File: src/rtl/hazard_sequencer.sv
// Hazard controller for the 5-stage core: load-use stalls and control-transfer
// bubbles driven by one RUN/CTRL_WAIT FSM plus saturating stall/flush counters.
module hazard_sequencer #(
  parameter int BRANCH_PENALTY = 3,
  parameter int CNT_W          = 16
) (
  input  logic             clk,
  input  logic             rst_n,
  input  logic             id_valid,
  input  logic [5:0]       id_opcode,
  input  logic [4:0]       id_rs,
  input  logic [4:0]       id_rt,
  input  logic             ex_valid,
  input  logic [5:0]       ex_opcode,
  input  logic [4:0]       ex_rt,
  input  logic             branch_resolve,
  output logic             pc_en,
  output logic             ifid_en,
  output logic             ifid_flush,
  output logic             idex_flush,
  output logic             busy,
  output logic [CNT_W-1:0] stall_count,
  output logic [CNT_W-1:0] flush_count
);

  localparam logic [5:0] OP_BEQ = 6'b000100;
  localparam logic [5:0] OP_BNE = 6'b000101;
  localparam logic [5:0] OP_J   = 6'b000010;
  localparam logic [5:0] OP_LW  = 6'b100011;
  localparam logic [2:0] PENALTY = 3'(BRANCH_PENALTY);

  typedef enum logic {RUN, CTRL_WAIT} state_t;

  state_t     state;
  logic [2:0] penalty;
  logic       lu;
  logic       br;
  logic       jp;

  assign lu = ex_valid && (ex_opcode == OP_LW) && (ex_rt != 5'd0) && id_valid &&
              ((ex_rt == id_rs) || (ex_rt == id_rt));
  assign br = id_valid && ((id_opcode == OP_BEQ) || (id_opcode == OP_BNE));
  assign jp = id_valid && (id_opcode == OP_J);

  // Load-use must stall in the same cycle it is seen, so RUN outputs follow the
  // decoded terms; CTRL_WAIT outputs depend on state alone.
  always_comb begin
    pc_en      = 1'b1;
    ifid_en    = 1'b1;
    ifid_flush = 1'b0;
    idex_flush = 1'b0;
    busy       = 1'b0;
    if (state == CTRL_WAIT) begin
      pc_en      = 1'b0;
      ifid_flush = 1'b1;
      busy       = 1'b1;
    end else if (lu) begin
      pc_en      = 1'b0;
      ifid_en    = 1'b0;
      idex_flush = 1'b1;
    end
  end

  always_ff @(posedge clk or negedge rst_n) begin
    if (!rst_n) begin
      state   <= RUN;
      penalty <= 3'd0;
    end else begin
      case (state)
        RUN: begin
          if (!lu && br) begin
            state   <= CTRL_WAIT;
            penalty <= PENALTY;
          end else if (!lu && jp) begin
            state   <= CTRL_WAIT;
            penalty <= 3'd1;
          end
        end
        CTRL_WAIT: begin
          if ((penalty == 3'd1) || branch_resolve) begin
            state   <= RUN;
            penalty <= 3'd0;
          end else begin
            penalty <= penalty - 3'd1;
          end
        end
        default: begin
          state   <= RUN;
          penalty <= 3'd0;
        end
      endcase
    end
  end

  // Event counters stick at all-ones instead of wrapping.
  always_ff @(posedge clk or negedge rst_n) begin
    if (!rst_n) begin
      stall_count <= '0;
      flush_count <= '0;
    end else begin
      if (!pc_en && (stall_count != '1))
        stall_count <= stall_count + 1'b1;
      if ((ifid_flush || idex_flush) && (flush_count != '1))
        flush_count <= flush_count + 1'b1;
    end
  end

endmodule
File: config.mk
export PLATFORM = sky130hd
export DESIGN_NAME = hazard_sequencer
export DESIGN_NICKNAME = d
export VERILOG_FILES = /design/src/rtl/hazard_sequencer.sv
export SDC_FILE = /design/constraint.sdc
export NUM_CORES = 1
export LEC_CHECK = 0
export BUFFER_PORTS_ARGS = -buffer_cell sky130_fd_sc_hd__buf_4
export CAP_MARGIN = 20
export CORE_ASPECT_RATIO = 0.5
export CORE_MARGIN = 3
export CORE_UTILIZATION = 45
export CTS_CLUSTER_SIZE = 8
export DETAILED_ROUTE_END_ITERATION = 7
export PLACE_DENSITY = 0.75
export SLEW_MARGIN = 10
export SYNTH_ARGS = -nofsm -noshare
export SYNTH_HDL_FRONTEND = slang
export SYNTH_SLANG_ARGS = --single-unit
export TNS_END_PERCENT = 100
File: constraint.sdc
create_clock -name clk -period 1.7 [get_ports clk]
set_input_delay 0.17 -clock clk [delete_from_list [all_inputs] [get_ports clk]]
set_output_delay 0.17 -clock clk [all_outputs]
set_load 0.05 [all_outputs]
# Word-level counts from Yosys, hierarchy flattened
# Index checks and enable logic that the tools add are counted.
# totals
reg_bits	36
ram_bits	0
word_cells	49
latchBits	0
memories	0
mem_bits_ro	0
# classes
n_addsub	3
eq_ne	10
shifts	0
bitwise_logic	1
n_div	0
n_lt_le_gt_ge	0
n_reduce_logical	17
n_mul	0
muxes	14
# op_table
cell	count
$add A16 B1 Y16 const B	2
$ne A16 B16 Y1 const B	2
$eq A6 B3 Y1 const B	2
$eq A5 B5 Y1	2
$logic_and A1 B1 Y1	10
$mux W1	9
$mux W3	3
$eq A6 B2 Y1 const B	1
$eq A6 B6 Y1 const B	1
$pmux W3 S2	1
$reduce_bool A5 Y1	1
$logic_or A1 B1 Y1	4
$eq A3 B1 Y1 const B	1
$ne A3 B3 Y1 const B	1
$sub A3 B1 Y3 const B	1
$logic_not A1 Y1	2
$pmux W1 S2	1
$not A1 Y1	1

# Depth between registers and ports, before layout
# Gate-level depths: netlist (run 1).
# logic_depth
ltp_word	10
ltp_mapped	8
mapped_depth_nobuf	7

# Worst setup path after synthesis (run 1)
# Ideal clock, no wire load.
# synth_timing
path_kind	reg2reg
from	register stall_count[0]
to	register stall_count[13]
setup_slack_ns	-0.535
stages_incl_launch_ff	9
synth_period_minus_slack_ns	2.235
arrival_ns	2.092
setup_ns	0.143
path_cell_list	dfrtp_1 ha_1 nand3_1 or4_4 o21ai_2 o21ai_2 buf_6 nand3_1 xnor2_1
# synth_via
elab_chain_len	2
# synth_rtl
element	line_no	text
start, declared	22	output logic [CNT_W-1:0] stall_count,
start signal, assigned	102	stall_count <= stall_count + 1'b1;
branches (longest 2 deep; another with $add A16 B1 Y16)	n/a	
# Several ways; the timed one is not identified.
# A chain may end at the register's enable or synchronous reset.

# Final worst setup path (run 1)
# layout_timing
from	register stall_count[1]
to	register stall_count[2]
# The elaborated chain is that of the path after synthesis.

==> flow_summary_export.csv, run 1 <==
group,metric,value,unit
detailed_routing,vias_per_cell,5.38,
worst_setup_path,cp_data_required_time,1.91,ns
sta,rsz0062_at_grt,"yes",
detailed_routing,wl,5800,um
cts,cts_max_path_buffers,2,
cts,worstSkewPairLatency,0.29,ns
place,dp_slack,-0.304,ns
synthesis,syn_area,0.00196,sq mm
power,p_leak,0.00146,uW
worst_setup_path,critical_path_buf_inv_count,1,
hold_path,hp-start,"branch_resolve",
detailed_routing,first_iter_violations,77,
floorplan,die_x,99.2,um
worst_setup_path,worstReg2RegEnd,"stall_count[2]$_DFFE_PN0P_",
floorplan,start_util,0.484,
sta,finalCritPeriodShare,1.15,
layout,syn2layout_area_growth,61.4,%
floorplan,die_y,52.6,um
sta,worst_slack,-0.249,ns
worst_setup_path,critPathKind,"flip-flop to flip-flop",
synthesis,synth-async-reset-ratio,1.00,
worst_setup_path,crit_path_max_incr_delay,0.54,ns
cts,cts_tree,"built",
worst_setup_path,crit_family,"simple AND/OR/NAND/NOR gates",
power,p_per_area,880,mW/mm^2
synthesis,yosysTopAreaCell,"dfrtp_1",
status,status,"finished, violations left",
place,io_buffers,68,
global_route,grt_usage,0.206,
worst_setup_path,cp.depth,8,
job,cap_violations,0,
synthesis,synth_nets,228,
worst_setup_path,crit_chain,"ha_4 -> nand3_2 -> or4_4 -> o21ai_4 -> o21ai_4 -> buf_6 -> nand2_2 -> xnor2_2",
synthesis,ys_seq_elements,36,
sta,slew_headroom,0.688,
place,dp_hpwl,3900,um
sta,finClkSkew,0.00678,ns
layout,layout_commonest_cell,"buf_4",
cts,clockRootBuffer,"clkbuf_8",
sta,fmax,513,MHz
worst_setup_path,timing.rr.start,"stall_count[1]$_DFFE_PN0P_",
worst_setup_path,crit_fanout,6,
hold_path,hp-class,"input pin to flip-flop",
worst_setup_path,cp.arrival,2.16,ns
sta,slew_viol_final,0,
detailed_routing,ant_nets,0,
cts,clk_pin_slew_worst_paths,0.07,ns
floorplan,core-area,0.00404,sq mm
worst_setup_path,slowest_stage,"or4_4",
worst_setup_path,worst_path_most_repeated_cell,"o21ai_4",
hold_path,hold_end,"penalty[2]$_DFFE_PN0P_",
global_route,antenna_found_initial,0,
detailed_routing,wire_per_inst,16.0,um
cts,cts.sinks,36,
detailed_routing,vias,1953,
sta,whs,0.204,ns
layout,fin_cells,363,
layout,final_cell_mix,"buf_4, xnor2_1, dfrtp_1, nand3_1, dfrtp_2",
global_route,grt_pass1_wl,8480,um
global_route,grt_pass1_vias,1806,
global_route,overflow,0,
synthesis,synth_edf_count,0,
synthesis,avgSynthCellArea,10.2,sq um
sta,finalHoldViolCount,0,
layout,nets,344,
worst_setup_path,critPathCaptureType,"flip-flop",
worst_setup_path,ff2ff_setup_slack,-0.25,ns
sta,finalCriticalPeriod,1.95,ns
cts,htree_levels,2,
synthesis,synthDistinctLibCells,42,
synthesis,synth_top_cells_by_area,"dfrtp_1, xnor2_1, xor2_1, nand3_1, nand4_1",
sta,worst_pin_slew,0.469,ns
global_route,grt_max_degree,37,
power,ir_drop,919,uV
synthesis,seq_area_frac_synth,0.461,
layout,n_antenna_cell,0,
cts,cts-buffers-inserted,5,
worst_setup_path,critPathLaunchType,"flip-flop",
place,gp_congestion,0.788,
layout,drive_above_1_share,0.537,
floorplan,rows,16,
synthesis,synth_ff_type,"dfrtp_1",
floorplan,dieArea,0.00522,sq mm
detailed_routing,firstDrtPassIters,4,
worst_setup_path,reg2reg_depth,8,
hold_path,hold_path_depth,3,
synthesis,yosysWarnings,0,
detailed_routing,drc,0,
floorplan,io-pin-count,69,
synthesis,synth_top_area_share,0.461,
sta,setup_viol_count_final,18,
place,dp.cells,340,
synthesis,netlist_instances,192,
status,violations,"setup timing",
worst register-to-register path, cell delays in order (launching register included):
cell and delay (ns):
dfrtp_2 0.39, ha_4 0.14, nand3_2 0.11, or4_4 0.54
o21ai_4 0.21, o21ai_4 0.13, buf_6 0.15, nand2_2 0.08
xnor2_2 0.11
flip-flops by register name, summed over array words and instances, names as in the netlist:
name,cells
state,1
penalty,3
stall_count,16
flush_count,16
timing repair:
item                       4_1_cts  5_1_grt
gates resized for setup         11       20
pin swaps                        2       10
hold buffers                     1        0
gates cloned                     1        0
setup endpoints to repair       22       29
hold endpoints to repair        36        0
setup buffers                    3       10
per-layer routing:
metal  vias up  routed length [um]  GRT usage
met4         0                 177     0.0544
met1       959                2440      0.258
met3        15                 260     0.0412
met2        58                2920      0.370
met5         -                   0          0
li1        921                   -          -
power by group:
group	total [uW]	internal, uW	switching, uW
combinational	1060	484	579
sequential	1070	970	103
clock	642	329	313
synthesized netlist by cell type, types with 4 or more instances:
cell	instances
and3_1	7
a21oi_1	7
dfrtp_1	36
nor2_1	12
inv_1	8
nand4_1	9
nand3_1	19
nand2_1	10
ha_1	4
xnor2_1	23
xor2_1	11
final cells by class:
cell class,instances,area [sq um]
multi-input combinational,145,1160
clock inverter,1,7.51
fill,255,888
clock buffer,7,86.3
sequential,36,920
tap,54,67.6
inverter,8,30.0
timing repair buffer,112,881
how the worst max path moves through the flow:
stage	from	endpoint	slack (ns)
after floorplan	stall_count[0]$_DFFE_PN0P_	stall_count[13]$_DFFE_PN0P_	-0.33
after CTS	stall_count[1]$_DFFE_PN0P_	stall_count[7]$_DFFE_PN0P_	-0.18
final	stall_count[1]$_DFFE_PN0P_	stall_count[2]$_DFFE_PN0P_	-0.25
after detailed placement	ex_opcode[3]	stall_count[2]$_DFFE_PN0P_	-0.30
after global placement	ex_opcode[3]	stall_count[2]$_DFFE_PN0P_	-0.25
after global routing	stall_count[0]$_DFFE_PN0P_	stall_count[2]$_DFFE_PN0P_	-0.29
cell families (layout without fill, tap and decap cells):
logic type	Yosys count	count (layout)	synth area share
AOI/OAI and AO/OA	27	28	0.0953
adders and majority gates	4	4	0.0256
xor gates and xnor gates	34	34	0.152
and+or+nand+nor	75	75	0.212
DFF	36	36	0.461
buffers and inverters	12	128	0.0313
muxes	4	4	0.0224
stage by stage:
step	area [sq um]	util	TNS [ns]	power, uW
2_1_floorplan	2030	-	-4.99	1630
3_3_place_gp	2800	0.693	-5.95	2000
3_5_place_dp	2800	0.693	-8.69	2040
4_1_cts	2990	0.739	-2.38	2720
5_1_grt	3160	0.780	-4.00	2910
6_report	3160	0.780	-2.98	2780
Note: power is estimated with default switching activity, not from simulation.
==> run 2, diff against run 1 <==
--- a/config.mk
+++ b/config.mk
@@ -7,9 +7,11 @@
 export LEC_CHECK = 0
 export BUFFER_PORTS_ARGS = -buffer_cell sky130_fd_sc_hd__buf_4
 export CAP_MARGIN = 20
+export CELL_PAD_IN_SITES_DETAIL_PLACEMENT = 2
+export CELL_PAD_IN_SITES_GLOBAL_PLACEMENT = 2
 export CORE_ASPECT_RATIO = 0.5
 export CORE_MARGIN = 3
-export CORE_UTILIZATION = 45
+export CORE_UTILIZATION = 27
 export CTS_CLUSTER_SIZE = 8
 export DETAILED_ROUTE_END_ITERATION = 7
 export PLACE_DENSITY = 0.75
==> run 2 against run 1 <==
Compared with the run above:
- the flow still finishes with violations (setup timing)
- combinational power rose by 14%
- largest power group is now combinational logic
- worst hold slack got worse by 0.016 ns
- setup slack got worse by 0.022 ns
- maximum frequency fell by 1.1%
- sequential share of layout area fell by 2.4 points
- power rose by 17%
- critical path depth did not move
==> flow_summary_export.csv, run 2 (synthesis gave the netlist of run 1 again) <==
group,metric,value,unit
worst_setup_path,cp.arrival,2.16,ns
global_route,grtUsageMet3,0.0419,
detailed_routing,vias_per_cell,4.95,
sta,worst_slack,-0.271,ns
status,violations,"setup timing",
cts,cts_max_path_buffers,2,
status,status,"finished, violations left",
global_route,antenna_found_initial,0,
layout,final_cell_mix,"buf_4, dfrtp_1, xnor2_1, dfrtp_2, nand3_1",
global_route,grt_busiest_layer,"met2",
layout,fillers,716,
cts,htree_levels,2,
cts,cts_tree,"built",
floorplan,dieArea,0.00836,sq mm
sta,finalCritPeriodShare,1.16,
worst_setup_path,critPathLaunchType,"flip-flop",
sta,finalCriticalPeriod,1.97,ns
layout,final_core_util,0.502,
cts,clk_pin_slew_worst_paths,0.06,ns
worst_setup_path,cp_data_required_time,1.89,ns
detailed_routing,wl,8430,um
layout,multi_input_area,0.00119,sq mm
cts,clockRootBuffer,"clkbuf_16",
worst_setup_path,slowest_stage,"or4_4",
detailed_routing,first_iter_violations,60,
power,p_leak,0.00158,uW
place,gp_congestion,0.822,
detailed_routing,ant_nets,0,
layout,layout_commonest_cell,"buf_4",
global_route,grt_use_met2,0.357,
global_route,overflow,0,
cts,worstSkewPairLatency,0.29,ns
place,dp_hpwl,5290,um
worst_setup_path,critPathKind,"flip-flop to flip-flop",
layout,ff_latch_area,920,sq um
floorplan,core-area,0.00686,sq mm
layout,finalInstanceArea,0.00344,sq mm
layout,syn2layout_area_growth,76.1,%
sta,finalSetupTns,-2.58,ns
power,p_per_area,946,mW/mm^2
worst_setup_path,worst_path_most_repeated_cell,"o21ai_2",
sta,slew_viol_final,0,
cts,cts-buffers-inserted,5,
global_route,grt_pass1_vias,2323,
worst_setup_path,crit_chain,"ha_4 -> nand3_2 -> or4_4 -> o21ai_2 -> o21ai_2 -> buf_12 -> buf_6 -> a31oi_2",
floorplan,die_y,66.2,um
global_route,grt_pass1_wl,13000,um
job,cap_violations,0,
layout,drive_above_1_share,0.594,
floorplan,die_x,126,um
sta,setup_viol_count_final,17,
global_route,grt_use_met1,0.249,
sta,fmax,507,MHz
worst_setup_path,crit_path_max_incr_delay,0.45,ns
hold_path,hp-class,"input pin to flip-flop",
power,ir_drop,882,uV
detailed_routing,firstDrtPassIters,4,
sta,worst_pin_slew,0.504,ns
detailed_routing,drc,0,
sta,slew_headroom,0.664,
layout,n_antenna_cell,0,
detailed_routing,vias,2066,
detailed_routing,wire_per_inst,20.2,um
sta,finalHoldViolCount,0,
cts,cts.sinks,36,
sta,finClkSkew,0.00475,ns
floorplan,start_util,0.285,
place,io_buffers,68,
floorplan,io-pin-count,69,
floorplan,rows,21,
worst_setup_path,crit_fanout,12,
worst_setup_path,critPathCaptureType,"flip-flop",
sta,rsz0062_at_grt,"yes",
global_route,grt_usage,0.200,
layout,top_regs,"flush_count x16, stall_count x16, penalty x3",
place,placed_cell_area,0.00299,sq mm
layout,nets,360,
global_route,grt_max_degree,37,
-- run 2: cell types whose count changed in the layout (fill, tap and decap cells not counted), moves of 2 or more --
cell,delta
clkbuf_8,-5
clkbuf_16,+5
nand3_1,-3
nor2_2,+2
a21oi_1,-2
and3_1,-2
o21ai_4,-3
and3_4,+2
buf_4,+11
a21oi_2,+2
nand3_2,+2
buf_6,+5
nor2_1,-2
-- run 2: timing repair --
action | 4_1_cts | 5_1_grt
setup endpoints to repair | 24 | 33
endpoints found under the hold margin | 36 | 0
pin swaps | 11 | 19
hold buffers | 1 | 0
buffers inserted | 6 | 8
resized for setup | 21 | 24
gates cloned | 0 | 0
-- run 2: critical path: cells and delay by family, from the launching register on --
kind	cells	cell delay [ns]
buf+inv	2	0.28
fa+ha+maj	1	0.17
flops	1	0.41
compound gates	3	0.47
simple gates	2	0.54
-- run 2: metal layers --
metal / up-vias / part of all wire
met5: - / 0
met1: 1046 / 0.44
li1: 953 / -
met3: 14 / 0.042
met2: 53 / 0.50
met4: 0 / 0.019
-- run 2: final timing paths --
check | from | end | slack [ns] | depth (start not counted)
worst max-delay path | stall_count[1]$_DFFE_PN0P_ | stall_count[4]$_DFFE_PN0P_ | -0.27 | 8
worst min-delay path | branch_resolve | penalty[2]$_DFFE_PN0P_ | 0.19 | 3
worst max register to register | stall_count[1]$_DFFE_PN0P_ | stall_count[4]$_DFFE_PN0P_ | -0.27 | 8
worst min register to register | penalty[1]$_DFFE_PN0P_ | penalty[1]$_DFFE_PN0P_ | 0.49 | 1
max in group asynchronous | rst_n | stall_count[0]$_DFFE_PN0P_ | 0.92 | 2
min in group asynchronous | rst_n | penalty[2]$_DFFE_PN0P_ | 0.40 | 2
-- run 2: area by class of cell --
| cell class | count | share of cell area |
|---|---|---|
| Clock buffer | 8 | 0.0425 |
| Inverter | 8 | 0.00872 |
| Multi-Input combinational cell | 144 | 0.346 |
| Sequential cell | 36 | 0.267 |
| Tap cell | 92 | 0.0334 |
| Timing Repair Buffer | 129 | 0.302 |
-- run 2: power breakdown --
part	total (uW)	internal [uW]	switching (uW)
logic	1210	552	659
registers	1090	971	114
clock network	962	586	376
-- run 2: through the flow --
step	hold WS, ns	power [uW]	cells	worst slack [ns]
2_1_floorplan	-0.126	1630	192	-0.331
3_3_place_gp	0.158	2040	395	-0.225
3_5_place_dp	0.163	2100	395	-0.259
4_1_cts	0.186	3110	410	-0.185
5_1_grt	0.207	3440	417	-0.329
6_report	0.188	3260	417	-0.271
==> run 3, diff against run 2 <==
--- a/config.mk
+++ b/config.mk
@@ -15,8 +15,8 @@
 export CTS_CLUSTER_SIZE = 8
 export DETAILED_ROUTE_END_ITERATION = 7
 export PLACE_DENSITY = 0.75
-export SLEW_MARGIN = 10
+export SLEW_MARGIN = 0
 export SYNTH_ARGS = -nofsm -noshare
 export SYNTH_HDL_FRONTEND = slang
 export SYNTH_SLANG_ARGS = --single-unit
-export TNS_END_PERCENT = 100
+export TNS_END_PERCENT = 20
==> run 3 against run 2 <==
Compared with the run above:
- sequential power about the same
- largest cell class unchanged
- power fell by 3.1%
- the flow still finishes with violations (setup timing)
- clock skew grew 0.0051 ns
- combinational power shrank 5%
- largest power group unchanged
==> flow_summary_export.csv, run 3 (synthesis gave the netlist of run 1 again) <==
group,metric,value,unit
status,status,"finished, violations left",
status,violations,"setup timing",
worst_setup_path,slowest_stage,"or4_4",
sta,whs,0.191,ns
floorplan,core-area,0.00686,sq mm
sta,finClkSkew,0.00987,ns
global_route,grt_use_met1,0.228,
worst_setup_path,reg2reg_depth,7,
detailed_routing,wl,8020,um
detailed_routing,vias,2007,
layout,layout_commonest_cell,"buf_4",
global_route,grt_max_degree,37,
floorplan,die_y,66.2,um
place,io_buffers,68,
sta,slew_viol_final,0,
hold_path,hp-class,"input pin to flip-flop",
layout,drive_above_1_share,0.567,
worst_setup_path,crit_path_max_incr_delay,0.59,ns
sta,fmax,491,MHz
detailed_routing,vias_per_cell,4.97,
layout,fillers,713,
worst_setup_path,cp.depth,7,
detailed_routing,first_iter_violations,39,
global_route,grtUsageMet3,0.0476,
place,dp_slack,-0.263,ns
detailed_routing,ant_nets,0,
global_route,antenna_found_initial,0,
cts,cts_max_path_buffers,2,
sta,worst_pin_slew,0.520,ns
detailed_routing,drc,0,
layout,final_cell_mix,"buf_4, dfrtp_1, xnor2_1, dfrtp_2, nand3_1",
worst_setup_path,cp_data_required_time,1.86,ns
global_route,grt_pass1_wl,12800,um
floorplan,rows,21,
worst_setup_path,critPathCaptureType,"flip-flop",
hold_path,hold_path_depth,3,
global_route,overflow,0,
worst_setup_path,critPathKind,"flip-flop to flip-flop",
global_route,grt_use_met2,0.359,
job,cap_violations,0,
layout,nets,347,
detailed_routing,firstDrtPassIters,4,
floorplan,io-pin-count,69,
worst_setup_path,critPathLaunchType,"flip-flop",
floorplan,start_util,0.285,
power,p_total,3160,uW
cts,cts.sinks,36,
sta,finalHoldViolCount,0,
worst_setup_path,cp.arrival,2.20,ns
layout,top_regs,"flush_count x16, stall_count x16, penalty x3",
floorplan,die_x,126,um
cts,worstSkewPairLatency,0.29,ns
detailed_routing,wire_per_inst,19.9,um
worst_setup_path,worst_path_most_repeated_cell,"o21ai_4",
layout,syn2layout_area_growth,70.4,%
worst_setup_path,crit_family,"simple AND/OR/NAND/NOR gates",
sta,rsz0062_at_grt,"yes",
power,p_leak,0.00155,uW
global_route,grt_busiest_layer,"met2",
sta,setup_viol_count_final,20,
global_route,grt_pass1_vias,2328,
global_route,grt_usage,0.199,
sta,worst_slack,-0.335,ns
power,ir_drop,628,uV
cts,cts_tree,"built",
sta,finalCriticalPeriod,2.03,ns
worst_setup_path,crit_chain,"ha_4 -> nand3_2 -> or4_4 -> o21ai_4 -> o21ai_4 -> buf_4 -> xor2_2",
cts,clk_pin_slew_worst_paths,0.06,ns
layout,n_antenna_cell,0,
cts,cts-buffers-inserted,5,
sta,slew_headroom,0.652,
place,dp_hpwl,5350,um
place,gp_congestion,0.823,
cts,htree_levels,2,
sta,finalSetupTns,-4.81,ns
worst_setup_path,critical_path_buf_inv_count,1,
power,p_per_area,947,mW/mm^2
sta,finalCritPeriodShare,1.20,
floorplan,dieArea,0.00836,sq mm
worst_setup_path,crit_fanout,7,
cts,clockRootBuffer,"clkbuf_16",
run 3: cell count changes in the layout (fill, tap and decap cells not counted), sizes merged:
cell,previous run,this run
clkbuf,8,5
clkinv,0,3
buf,128,115
run 3: power breakdown:
part | switching (uW) | leakage (uW) | internal, uW
clock network | 386 | 0.0000736 | 541
registers | 111 | 0.000471 | 969
logic | 657 | 0.00101 | 494
total | 1150 | 0.00155 | 2000
run 3: worst paths after layout:
kind	endpoint	slack (ns)	start
worst max-delay path	stall_count[0]$_DFFE_PN0P_	-0.33	stall_count[0]$_DFFE_PN0P_
worst min-delay path	penalty[2]$_DFFE_PN0P_	0.19	branch_resolve
worst max register to register	stall_count[0]$_DFFE_PN0P_	-0.33	stall_count[0]$_DFFE_PN0P_
worst min register to register	penalty[1]$_DFFE_PN0P_	0.49	penalty[1]$_DFFE_PN0P_
max in group asynchronous	flush_count[10]$_DFFE_PN0P_	0.96	rst_n
min in group asynchronous	stall_count[4]$_DFFE_PN0P_	0.38	rst_n
run 3: what timing repair did:
action                                  CTS  global route
pin swaps                                11             8
gates resized for setup                  26            18
hold buffers                              1             0
setup buffers                             2             2
endpoints found under the setup margin   25            34
endpoints found under the hold margin    36             0
run 3: worst min-delay path: stages:
cell,delay (ns)
buf_4,0.07
nand2b_1,0.11
o2bb2ai_1,0.07
run 3: stage by stage:
step | util | cell area, sq um | std cells
2_1_floorplan | - | 2010 | 192
3_3_place_gp | 0.429 | 2950 | 392
3_5_place_dp | 0.429 | 2950 | 392
4_1_cts | 0.473 | 3240 | 403
5_1_grt | 0.486 | 3330 | 404
6_report | 0.486 | 3330 | 404
run 3: layout make-up:
type	count	area (sq um)	area share
Clock buffer	5	125	0.0376
Multi-Input combinational cell	144	1230	0.368
Sequential cell	36	917	0.275
Tap cell	92	115	0.0345
Clock inverter	3	18.8	0.00563
Timing Repair Buffer	116	900	0.270
Inverter	8	30.0	0.00901
run 3: routing by layer:
metal,share of wire,vias up,routed length [um]
met3,0.049,18,395
met5,0,-,0
met1,0.41,1003,3320
met4,0.033,0,267
li1,-,923,-
met2,0.50,63,4030
